<file path="config.mk">
export PLATFORM = sky130hd
export DESIGN_NAME = matmul_job_scheduler
export DESIGN_NICKNAME = d
export VERILOG_FILES = /design/src/rtl/matmul_job_scheduler.sv
export SDC_FILE = /design/constraint.sdc
export NUM_CORES = 1
export LEC_CHECK = 0
export ABC_AREA = 1
export BUFFER_PORTS_ARGS = -buffer_cell sky130_fd_sc_hd__buf_4
export CELL_PAD_IN_SITES_DETAIL_PLACEMENT = 1
export CELL_PAD_IN_SITES_GLOBAL_PLACEMENT = 1
export CORE_MARGIN = 3
export CORE_UTILIZATION = 44
export CTS_BUF_LIST = sky130_fd_sc_hd__clkbuf_8
export DETAILED_ROUTE_END_ITERATION = 7
export PLACE_DENSITY_LB_ADDON = 0.08
export SETUP_SLACK_MARGIN = 0.1
export SYNTH_ARGS = -nofsm -noshare
export SYNTH_HDL_FRONTEND = slang
export SYNTH_SLANG_ARGS = --single-unit
</file>
<file path="constraint.sdc">
create_clock -name clk -period 5.8 [get_ports clk]
set_clock_uncertainty 0.2 [all_clocks]
set_input_delay 0.29 -clock clk [delete_from_list [all_inputs] [get_ports clk]]
set_output_delay 0.29 -clock clk [all_outputs]
set_load 0.05 [all_outputs]
</file>
<file path="src/rtl/matmul_job_scheduler.sv">
// Job FIFO and launch sequencer for systolic_array_top: queues descriptors, launches one at a time, reports tagged completions.
// Optional watchdog: define MATMUL_JOB_TIMEOUT_EN to enable the RUN timeout (status TIMEOUT).
module matmul_job_scheduler #(
  parameter int unsigned QUEUE_DEPTH    = 4,
  parameter int unsigned ADDR_WIDTH     = 16,
  parameter int unsigned DIM_WIDTH      = 16,
  parameter int unsigned TIMEOUT_CYCLES = 65535
) (
  input  logic                          clk,
  input  logic                          reset,
  input  logic                          push_valid_i,
  output logic                          push_ready_o,
  input  logic [ADDR_WIDTH-1:0]         push_a_addr_i,
  input  logic [ADDR_WIDTH-1:0]         push_b_addr_i,
  input  logic [ADDR_WIDTH-1:0]         push_c_addr_i,
  input  logic [DIM_WIDTH-1:0]          push_m_i,
  input  logic [DIM_WIDTH-1:0]          push_n_i,
  input  logic [DIM_WIDTH-1:0]          push_p_i,
  output logic [3:0]                    push_id_o,
  output logic                          start_o,
  output logic [ADDR_WIDTH-1:0]         base_addr_a_o,
  output logic [ADDR_WIDTH-1:0]         base_addr_b_o,
  output logic [ADDR_WIDTH-1:0]         base_addr_c_o,
  output logic [DIM_WIDTH-1:0]          m_o,
  output logic [DIM_WIDTH-1:0]          n_o,
  output logic [DIM_WIDTH-1:0]          p_o,
  input  logic                          done_i,
  output logic                          cmpl_valid_o,
  input  logic                          cmpl_ready_i,
  output logic [3:0]                    cmpl_id_o,
  output logic [1:0]                    cmpl_status_o,
  output logic                          busy_o,
  output logic [$clog2(QUEUE_DEPTH):0]  queue_level_o
);

  localparam int unsigned PTR_W = $clog2(QUEUE_DEPTH);
  localparam int unsigned LVL_W = PTR_W + 1;
  localparam int unsigned ID_W  = 4;

  localparam logic [1:0] ST_OK      = 2'd0;
  localparam logic [1:0] ST_BAD_DIM = 2'd1;
`ifdef MATMUL_JOB_TIMEOUT_EN
  localparam logic [1:0] ST_TIMEOUT = 2'd2;
  localparam int unsigned TO_W = $clog2(TIMEOUT_CYCLES + 1);
`endif

  if (QUEUE_DEPTH < 2 || (QUEUE_DEPTH & (QUEUE_DEPTH - 1)) != 0 || TIMEOUT_CYCLES == 0) begin : g_param_check
    $error("matmul_job_scheduler: QUEUE_DEPTH must be a power of two >= 2 and TIMEOUT_CYCLES nonzero");
  end

  typedef struct packed {
    logic [ADDR_WIDTH-1:0] a_addr;
    logic [ADDR_WIDTH-1:0] b_addr;
    logic [ADDR_WIDTH-1:0] c_addr;
    logic [DIM_WIDTH-1:0]  m;
    logic [DIM_WIDTH-1:0]  n;
    logic [DIM_WIDTH-1:0]  p;
    logic [ID_W-1:0]       id;
  } job_t;

  typedef enum logic [1:0] {IDLE, LAUNCH, RUN, REPORT} state_t;

  state_t           state;
  job_t             mem [QUEUE_DEPTH];
  job_t             head;
  job_t             push_job;
  logic [PTR_W-1:0] wr_ptr;
  logic [PTR_W-1:0] rd_ptr;
  logic [LVL_W-1:0] level;
  logic [LVL_W-1:0] level_next;
  logic [ID_W-1:0]  id_cnt;
  logic             push_fire;
  logic             pop_fire;
  logic             head_bad;
`ifdef MATMUL_JOB_TIMEOUT_EN
  logic [TO_W-1:0]  run_cnt;
`endif

  assign push_fire     = push_valid_i & push_ready_o;
  assign pop_fire      = (state == IDLE) & (level != '0);
  assign head          = mem[rd_ptr];
  assign head_bad      = (head.m == '0) | (head.n == '0) | (head.p == '0);
  assign push_id_o     = id_cnt;
  assign queue_level_o = level;

  always_comb begin
    push_job        = '0;
    push_job.a_addr = push_a_addr_i;
    push_job.b_addr = push_b_addr_i;
    push_job.c_addr = push_c_addr_i;
    push_job.m      = push_m_i;
    push_job.n      = push_n_i;
    push_job.p      = push_p_i;
    push_job.id     = id_cnt;
  end

  // Occupancy: a same-cycle push and pop nets to zero.
  always_comb begin
    level_next = level;
    if (push_fire && !pop_fire) begin
      level_next = level + LVL_W'(1);
    end else if (pop_fire && !push_fire) begin
      level_next = level - LVL_W'(1);
    end
  end

  // FIFO pointers, level, ready flag and job ID counter.
  always_ff @(posedge clk) begin
    if (reset) begin
      wr_ptr       <= '0;
      rd_ptr       <= '0;
      level        <= '0;
      push_ready_o <= 1'b1;
      id_cnt       <= '0;
    end else begin
      if (push_fire) begin
        wr_ptr <= wr_ptr + PTR_W'(1);
        id_cnt <= id_cnt + ID_W'(1);
      end
      if (pop_fire) begin
        rd_ptr <= rd_ptr + PTR_W'(1);
      end
      level        <= level_next;
      push_ready_o <= (level_next != LVL_W'(QUEUE_DEPTH));
    end
  end

  // Storage needs no reset; the pointers and level define validity.
  always_ff @(posedge clk) begin
    if (push_fire) begin
      mem[wr_ptr] <= push_job;
    end
  end

  // Launch sequencer with registered outputs.
  always_ff @(posedge clk) begin
    if (reset) begin
      state         <= IDLE;
      start_o       <= 1'b0;
      busy_o        <= 1'b0;
      cmpl_valid_o  <= 1'b0;
      cmpl_id_o     <= '0;
      cmpl_status_o <= ST_OK;
      base_addr_a_o <= '0;
      base_addr_b_o <= '0;
      base_addr_c_o <= '0;
      m_o           <= '0;
      n_o           <= '0;
      p_o           <= '0;
`ifdef MATMUL_JOB_TIMEOUT_EN
      run_cnt       <= '0;
`endif
    end else begin
      start_o <= 1'b0;
      case (state)
        IDLE: begin
          if (pop_fire) begin
            busy_o    <= 1'b1;
            cmpl_id_o <= head.id;
            if (head_bad) begin
              cmpl_status_o <= ST_BAD_DIM;
              cmpl_valid_o  <= 1'b1;
              state         <= REPORT;
            end else begin
              base_addr_a_o <= head.a_addr;
              base_addr_b_o <= head.b_addr;
              base_addr_c_o <= head.c_addr;
              m_o           <= head.m;
              n_o           <= head.n;
              p_o           <= head.p;
              start_o       <= 1'b1;
              state         <= LAUNCH;
            end
          end
        end
        LAUNCH: begin
          state <= RUN;
`ifdef MATMUL_JOB_TIMEOUT_EN
          run_cnt <= '0;
`endif
        end
        RUN: begin
          if (done_i) begin
            cmpl_status_o <= ST_OK;
            cmpl_valid_o  <= 1'b1;
            state         <= REPORT;
          end
`ifdef MATMUL_JOB_TIMEOUT_EN
          else if (run_cnt == TO_W'(TIMEOUT_CYCLES - 1)) begin
            cmpl_status_o <= ST_TIMEOUT;
            cmpl_valid_o  <= 1'b1;
            state         <= REPORT;
          end else begin
            run_cnt <= run_cnt + TO_W'(1);
          end
`endif
        end
        REPORT: begin
          if (cmpl_ready_i) begin
            cmpl_valid_o <= 1'b0;
            busy_o       <= 1'b0;
            state        <= IDLE;
          end
        end
        default: state <= IDLE;
      endcase
    end
  end

endmodule

</file>
# Word-level counts from Yosys, hierarchy flattened
# Memories as Yosys holds them, arrays and structs flattened. A register that Yosys moved wholly into a read port is not among the register bits.
# Cells that the tools add are included.
# Widths: inputs -> output; s select.
# word_totals
reg_bits	119
out_inout_bits	113
elab_cells	80
mem_count	1
ram_bits	400
in_bits	101
# memory_table
memory	depth	word_bits	rd	rd_ports_with_merged_regs	write_ports	line_no	rtl
mem	4	100	1	1	1	64	job_t mem [QUEUE_DEPTH];
# op_classes
bitwise_logic	7
n_eq_ne	8
addsub	5
mux	23
n_reduce_logical	19
# ops
operator	n
$logic_not 16->1	3
$mux 2	9
$reduce_and 3->1	3
$mux 1	8
$ne 2x2->1 const B	4
$pmux 2 s4	1
$mux 3	2
$reduce_bool 3->1	2
$reduce_and 5->1	1
$add 2x1->2 const B	2
$add 4x1->4 const B	1
$eq 2x2->1 const B	2
$pmux 2 s2	1
$reduce_and 4->1	1
$reduce_bool 2->1	2
$add 3x1->3 const B	1
$ne 3x3->1 const B	1
$not 1->1	3
$pmux 1 s3	1
$reduce_or 3->1	1
$sub 3x1->3 const B	1
$and 1x1->1	2
$eq 2x1->1 const B	1
$logic_and 1x1->1	2
5 further kinds	7

# Longest topological paths before layout
# Gate-level depths: netlist of run 1.
# depth
word_depth	6
ltp_mapped	17
ltp_nobuf	14

# Least setup slack after synthesis of run 1
# OpenSTA, ideal clock, no wires.
# synth_timing
path_kind	reg2reg
start	reg push_ready_o
end	mem mem[0][0] (netlist name) (enable)
setup_time_ns	0.560
t_required_ns	5.040
synth_period_minus_slack_ns	5.880
path_buffers	1
setup_slack_ns	-0.080
path_stages_with_launch	4
arrival_time_ns	5.120
cell_sequence	dfxtp_1 nand2_1 clkbuf_1 nor2_1
# synth_between
elab_chain_len	3
# synth_lines
item	line_no	rtl
start: declaration	12	output logic push_ready_o,
start signal: assignment	124	push_ready_o <= (level_next != LVL_W'(QUEUE_DEPTH));
$and 1x1->1	79	assign push_fire = push_valid_i & push_ready_o;
$mux 1	130	if (push_fire) begin
$mux 1 (not written as such)	131	mem[wr_ptr] <= push_job;
end: declaration	64	
# Every way passes these cells.

==> flow_metrics.tcl, run 1 <==
set metrics [dict create \
    status "finished clean" \
    grt-ovfl-total 0 \
    antenna_found_initial 5 \
    drtIter0Drc 829 \
    place_ws_ps 1352 \
    rows 76 \
    cts_setup_buffers 0 \
    multi_input_area_um2 4633 \
    worstSetupPathType "register to register" \
    clk_latency_ps 640 \
    design_area_um2 24270 \
    final-setup-viol-count 0 \
    r2r_cells 13 \
    hp-class "input pin to register" \
    synthCells 1681 \
    track_usage_pct 22.65 \
    wire_per_inst_um 20.11 \
    place_area_um2 21630 \
    grt_pass1_wl_um 83290 \
    crit_arrival_ps 4790 \
    drive_above_1_share_pct 16.76 \
    power_density_nw_per_um2 510.9 \
    gp_congestion 0.7080 \
    slew_viol_final 0 \
    fmax_mhz 225.9 \
    drc 0 \
    clkTransAtPathRegs_ps 60 \
    post-synth-top-count-cell "edfxtp_1" \
    dp_hpwl_um 29750 \
    start_kind "register" \
    cp_common_cell "nand2_1" \
    htreeDepth 3 \
    first_global_vias 14795 \
    root_buffer "clkbuf_8" \
    die_y_um 217.3 \
    clock_tree.buffer_depth 3 \
    numCtsBuffers 86 \
    drt-pass1-iter-count 5 \
    ir_worst_vdd_mv 0.3462 \
    yosys.area.top_type "edfxtp_1" \
    cp_cell_sequence "inv_6 -> nand2_1 -> nand3_1 -> nand2_1 -> nand2_1 -> nor2_1 -> nand2_1 -> nor2_1 -> nor2_2 -> nand3_4 -> inv_4 -> o21ai_0 -> nor2_1" \
    detail_route.vias_per_cell 5.213 \
    fin_ws_ps 1374 \
    coreArea_um2 43550 \
    syn_to_final_growth_pct 23.57 \
    syn_nets 1794 \
    placement.io_buffers 212 \
    worst-path-max-fanout 99 \
    rsz0062_at_grt "no" \
    synth_ff_type "edfxtp_1" \
    fin_crit_ps 4427 \
    seq_area_um2 14420 \
    die_x_um 217.3 \
    mappedNetlistArea_um2 19640 \
    synthTopCellsByArea "edfxtp_1, dfxtp_1, nand2_1" \
    final_nets 2105 \
    cpMaxStageDelayCell "inv_4" \
    tightestPinTransition_ps 1212 \
    placed_cells 2390 \
    cp_data_required_time_ps 6160 \
    whs_ps 187.2 \
    seq_area_frac_synth_pct 73.39 \
    clock_sinks 520 \
    critPathMaxStageDelay_ps 1090 \
    synth_edf_count 400 \
    ios 214 \
    finalHoldViolCount 0 \
    holdPathStages 2 \
    max_slew_margin_pct 19.20 \
    wl_um 53390 \
    die_area_um2 47210 \
    ys_warn_count 0 \
    ctsResizeCount 0 \
    n_fill_cell 4666 \
    p_leak_nw 9.302 \
    grt_start_max_net_pins 103 \
    end_kind "register" \
    async_reset_ff_share_pct 0 \
    syn_area_per_cell_um2 11.68 \
    cap_violations 0 \
    synth_cell_types 26 \
    yosys-top-cells-count "edfxtp_1, nand2_1, nor2_1" \
    period_share_pct 76.32 \
    vias 13840 \
    synth_top_area_share_pct 61.16 \
    cts_tree "yes" \
    fin_cells 2655 \
    power.total_mw 12.40 \
    ant_nets 0 \
    ys_seq_elements 520 \
    start_util_pct 45.10 \
]
[flip-flops by register name, indices dropped and copies added, names as in the netlist, 2 cells and up, named ones only]
name,flops
base_addr_a_o,16
base_addr_b_o,16
base_addr_c_o,16
cmpl_id_o,4
m_o,16
mem,400
n_o,16
p_o,16
push_id_o,4
queue_level_o,3
rd_ptr,2
state,2
wr_ptr,2
[layer usage]
metal	up-vias	global-route usage (%)	share of wire [%]
met5	-	0	0
met4	0	7.480	2.8
met3	103	4.370	4.5
met2	306	39.71	50
met1	6903	28.30	43
li1	6528	-	-
[repair_timing]
action / 4_1_cts / 5_1_grt
hold buffers: 99 / 0
setup endpoints to repair: 0 / 0
endpoints found under the hold margin: 396 / 0
[cells in the final DEF (no fill, tap or decap)]
master,Yosys,layout
nand2_1,382,382
diode_2,0,5
a31oi_1,1,1
inv_2,3,1
conb_1,1,1
clkinvlp_4,0,4
nor2_4,0,4
nor2_1,195,191
o22ai_1,52,52
dfxtp_4,0,2
clkinv_1,0,11
edfxtp_1,400,400
a21oi_2,1,1
inv_6,0,1
nor3_1,1,1
nor2_2,1,1
o211ai_1,1,1
a21oi_1,106,106
nand3_1,104,104
ha_1,12,12
o21a_1,1,1
xor2_1,2,2
o21ai_0,166,166
dfxtp_1,120,118
buf_4,10,222
clkbuf_8,0,101
nand3_4,0,1
clkinv_2,0,4
inv_4,0,2
dlygate4sd3_1,0,99
buf_12,0,2
inv_1,31,71
[area by class of cell]
type                            count  area share, %
Sequential cell                   520          59.42
Multi-Input combinational cell   1027          19.09
Timing Repair Buffer              323          11.12
Clock buffer                      101          5.728
Tap cell                          585          3.016
Clock inverter                     60          1.010
Inverter                           34         0.5671
Antenna cell                        5        0.05155
[path summary, 6_finish.rpt]
check	from	to	slack (ps)
worst min register to register	rd_ptr[1]	register	270
worst max-delay path	register	m_o[14]	1370
worst min-delay path	push_b_addr_i[2]	mem[2][70]	190
worst max register to register	register	m_o[14]	1370
[critical path, delay by kind of cell (launching register included)]
family	cells	cell delay, ps
buf+inv	2	1730
compound gates	1	220
simple gates	10	1530
flops	1	510
[power breakdown]
part / internal, mW / switching, mW
combinational: 1.18 / 3.26
clock: 1.58 / 1.43
sequential: 4.63 / 0.330
total: 7.38 / 5.02
[cell families after synthesis]
| family | after synthesis | share of synthesized area [%] |
|---|---|---|
| AO/OA/AOI/OAI | 328 | 8.741 |
| adder cells (fa/ha/maj) | 12 | 0.7645 |
| flip-flops | 520 | 73.39 |
| AND/OR/NAND/NOR | 684 | 13.79 |
| other | 1 | 0.01909 |
| buffers and inverters | 134 | 3.211 |
| XOR/XNOR | 2 | 0.08921 |
[per-stage QoR]
stage / setup TNS, ps / utilization [%]
floorplan: -32090 / -
global placement: 0 / 49.67
detailed placement: 0 / 49.67
CTS: 0 / 55.70
global route: 0 / 55.72
finish: 0 / 55.73
Power figures use the tool's default switching activity.
==> run 2, diff against run 1 <==
- CORE_UTILIZATION: 44 -> 49
- clock period: 5.8 -> 4.4 ns (I/O delays scaled with it)
==> run 2 against run 1 <==
First-iteration DRC count is 7.7% higher. Sequential power is 30% higher. Worst hold slack worse by 64 ps. Global-route usage is 2.3 points higher. Register-to-register slack worse by 370 ps. Setup slack worse by 370 ps. Cell area hardly changed. Combinational power is 36% higher. Flip-flop and latch count stayed put. Count of clock-buffer cells in the layout is 6 lower. Sequential share of layout area hardly changed.
==> flow_metrics.tcl, run 2 (synthesis gave the netlist of run 1 again) <==
set metrics [dict create \
    slew_viol_final 0 \
    rows 72 \
    grt_pass1_wl_um 81700 \
    worstSetupPathType "register to register" \
    antenna_found_initial 3 \
    fmax_mhz 294.2 \
    max_slew_margin_pct 33.08 \
    finalHoldViolCount 0 \
    ant_nets 0 \
    final-setup-viol-count 0 \
    r2r_cells 14 \
    end_kind "register" \
    start_util_pct 50.23 \
    min-delay-start "push_b_addr_i[14]" \
    final_nets 2109 \
    cp_data_required_time_ps 4720 \
    final_cell_mix "edfxtp_1, nand2_1, buf_4" \
    clk_latency_ps 640 \
    die_x_um 206.2 \
    dp_hpwl_um 29500 \
    wl_um 52700 \
    top_register "mem" \
    hp-class "input pin to register" \
    coreArea_um2 39100 \
    critPathMaxStageDelay_ps 470 \
    cts_tree "yes" \
    start_kind "register" \
    fin_ws_ps 1001 \
    crit_arrival_ps 3720 \
    p_leak_nw 9.324 \
    drt-pass1-iter-count 6 \
    setup-tns-final_ps 0 \
    fin_crit_ps 3399 \
    grt-ovfl-total 0 \
    largest_reg_flops 400 \
    placement.io_buffers 212 \
    cts_setup_buffers 0 \
    worst-path-max-fanout 41 \
    cp_cell_sequence "clkinv_2 -> buf_4 -> nand3_1 -> nand2_1 -> nand2_1 -> nor2_1 -> nand2_1 -> nor2_1 -> inv_1 -> nand3_4 -> clkinv_2 -> buf_4 -> o21ai_0 -> nor2_1" \
    period_share_pct 77.24 \
    die_area_um2 42520 \
    clock_tree.buffer_depth 3 \
    clkTransAtPathRegs_ps 60 \
    root_buffer "clkbuf_8" \
    power_density_nw_per_um2 677.8 \
    n_fill_cell 4064 \
    detail_route.vias_per_cell 5.425 \
    numCtsBuffers 82 \
    cts_hold_buf 100 \
    ios 214 \
    first_global_vias 14938 \
    die_y_um 206.2 \
    place_ws_ps 981.5 \
    path_delay_family "buffers and inverters" \
    vias 14028 \
    wire_per_inst_um 20.38 \
    syn_to_final_growth_pct 23.63 \
    final_core_util_pct 62.10 \
    gp_congestion 0.7285 \
    holdPathStages 2 \
    ctsResizeCount 0 \
    grt_start_max_net_pins 201 \
    critPathBufInv 5 \
    htreeDepth 3 \
    rsz0062_at_grt "no" \
    tightestPinTransition_ps 1004 \
    cp.depth 14 \
    ir_worst_vdd_mv 0.4577 \
    status "finished clean" \
    seq_area_um2 14420 \
    cpMaxStageDelayCell "buf_4" \
    cap_violations 0 \
    whs_ps 123.4 \
    drive_above_1_share_pct 17.19 \
    drtIter0Drc 893 \
    multi_input_area_um2 4633 \
    reg2reg_slack_ps 1000 \
    track_usage_pct 24.92 \
    clock_sinks 520 \
    drc 0 \
    final_common_cell "edfxtp_1" \
]
run 2: final timing paths:
| check | end |
|---|---|
| max | m_o[6] |
| min | mem[1][82] |
| max reg2reg | m_o[6] |
| min reg2reg | base_addr_a_o[10] |
run 2: metal layers:
layer	routed length [µm]	GRT usage, %	vias to the layer above
li1	-	-	6526
met1	21900	31.38	7025
met2	26790	43.68	379
met3	2690	4.804	98
met4	1322	7.879	0
met5	0	0	-
run 2: cell type report:
| type | count | share of cell area, % |
|---|---|---|
| antenna | 3 | 0.03092 |
| clock buffer | 95 | 5.385 |
| clock inverter | 58 | 1.257 |
| inverter | 34 | 0.5565 |
| multi-input combinational | 1027 | 19.08 |
| sequential | 520 | 59.39 |
| tap | 518 | 2.669 |
| timing repair buffer | 331 | 11.63 |
run 2: metrics by stage:
stage,std cells,area (µm²),power (mW)
final,2586,24280,16.46
after global routing,2585,24280,17.39
after CTS,2583,24270,16.57
after detailed placement,2330,21660,12.50
after global placement,2330,21660,12.31
after floorplan,1681,19640,10.57
run 2: power by group:
| group | internal [mW] | total, mW | switching, mW |
|---|---|---|---|
| Clock | 2.09 | 3.95 | 1.86 |
| Sequential | 6.10 | 6.45 | 0.351 |
| Combinational | 1.64 | 6.06 | 4.42 |
| Total | 9.83 | 16.5 | 6.63 |
==> run 3, diff against run 2 <==
- clock period: 4.4 -> 3.23 ns (I/O delays scaled with it)
==> run 3 against run 2 <==
Sequential power increased by 37%. Clock power rose by 37%. Cell count rose by 0.58%. Maximum frequency grew 13%. Global-route usage increased by 0.86 points. Wire length increased by 3.2%. Total power up 37%. Worst hold slack got worse by 60 ps. Utilization is 0.31 points higher. Non-clock buffer count is 9 higher. Critical path depth fell by 1. Critical endpoint is now base_addr_c_o[11]. Largest power group unchanged. Highest routed layer is now met5.
==> flow_metrics.tcl, run 3 (synthesis gave the netlist of run 1 again) <==
set metrics [dict create \
    ios 214 \
    hp-class "input pin to register" \
    rsz0062_at_grt "no" \
    status "finished clean" \
    die_area_um2 42520 \
    start_util_pct 50.23 \
    n_fill_cell 4045 \
    drtIter0Drc 753 \
    ant_nets 0 \
    grt_pass1_wl_um 84260 \
    die_y_um 206.2 \
    clkTransAtPathRegs_ps 60 \
    max_slew_margin_pct 24.32 \
    worst-path-max-fanout 46 \
    fin_ws_ps 217.6 \
    final_cell_mix "edfxtp_1, nand2_1, buf_4" \
    root_buffer "clkbuf_8" \
    fmax_mhz 332.0 \
    end_kind "register" \
    p_leak_nw 9.422 \
    drt-pass1-iter-count 5 \
    setup-tns-final_ps 0 \
    drc 0 \
    whs_ps 62.99 \
    final_nets 2122 \
    worstSetupPathType "register to register" \
    cp_data_required_time_ps 3570 \
    drive_above_1_share_pct 17.55 \
    cap_violations 0 \
    critPathMaxStageDelay_ps 390 \
    clock_tree.buffer_depth 3 \
    cp_cell_sequence "inv_4 -> buf_12 -> nand3_1 -> nand2_1 -> nand2_1 -> nor2_1 -> nand2_1 -> nor2_1 -> nor2_2 -> nand3_4 -> clkbuf_8 -> nand2_1 -> a21oi_1" \
    top_register "mem" \
    wl_um 54360 \
    placement.io_buffers 212 \
    power_density_nw_per_um2 925.7 \
    vias 14083 \
    finalHoldViolCount 0 \
    period_share_pct 93.26 \
    first_global_vias 15303 \
    cts_tree "yes" \
    antenna_found_initial 4 \
    wire_per_inst_um 20.90 \
    syn_to_final_growth_pct 24.25 \
    fin_crit_ps 3012 \
    tightestPinTransition_ps 1135 \
    die_x_um 206.2 \
    final_common_cell "edfxtp_1" \
    start_kind "register" \
    ir_worst_vdd_mv 0.5959 \
    slew_viol_final 0 \
    gp_congestion 0.7347 \
    rows 72 \
    coreArea_um2 39100 \
    place_ws_ps 45.63 \
    grt-ovfl-total 0 \
    cts_setup_buffers 0 \
    crit_arrival_ps 3350 \
    track_usage_pct 25.78 \
    final-setup-viol-count 0 \
    final_core_util_pct 62.41 \
    cpMaxStageDelayCell "clkbuf_8" \
    detail_route.vias_per_cell 5.414 \
    clk_latency_ps 640 \
    numCtsBuffers 86 \
    htreeDepth 3 \
    clock_sinks 520 \
    dp_hpwl_um 30870 \
    largest_reg_flops 400 \
    grt_start_max_net_pins 100 \
    cp_common_cell "nand2_1" \
]
## run 3: layout make-up
| type | instances | area, µm² | share of cell area (%) |
|---|---|---|---|
| Clock buffer | 98 | 1349 | 5.527 |
| Sequential cell | 520 | 14420 | 59.10 |
| Timing Repair Buffer | 340 | 2924 | 11.98 |
| Tap cell | 518 | 648.1 | 2.656 |
| Antenna cell | 3 | 7.507 | 0.03076 |
| Multi-Input combinational cell | 1027 | 4633 | 18.99 |
| Inverter | 34 | 140.1 | 0.5743 |
| Clock inverter | 61 | 279.0 | 1.143 |
## run 3: power breakdown
| part | total, mW | switching (mW) | internal (mW) |
|---|---|---|---|
| logic | 8.33 | 6.05 | 2.28 |
| clock network | 5.43 | 2.58 | 2.85 |
| registers | 8.83 | 0.521 | 8.31 |
## run 3: worst paths after layout
path	start	endpoint	slack [ps]	cells after the start
hold reg to reg	cmpl_status_o[0]	cmpl_status_o[0]	270	2
setup reg to reg	register	base_addr_c_o[11]	220	13
hold / removal	reset	start_o	60	3
setup / recovery	register	base_addr_c_o[11]	220	13
## run 3: routing by layer
layer / track usage (%) / wire [µm]
met1: 31.73 / 22170
met2: 45.74 / 27750
met3: 5.103 / 3075
met4: 8.485 / 1347
met5: 0 / 27
## run 3: worst max-delay path, delay by kind of cell (launching register included)
family,cells,cell delay (ps)
simple gates,9,1140
buf+inv,3,940
flops,1,360
compound gates,1,220
## run 3: repair_timing
| action | in CTS | in global routing |
|---|---|---|
| resized for setup | 1 | 4 |
| pin swaps | 0 | 0 |
| hold buffers | 98 | 0 |
| endpoints found under the hold margin | 389 | 0 |
| setup endpoints to repair | 2 | 90 |
## run 3: stage by stage
step                      cells  cell area, µm²  power (mW)
final                      2601           24400       22.59
after CTS                  2598           24380       22.72
after global routing       2600           24400       23.85
after floorplan            1681           19650       14.37
after detailed placement   2341           21770       17.13
after global placement     2341           21770       16.89
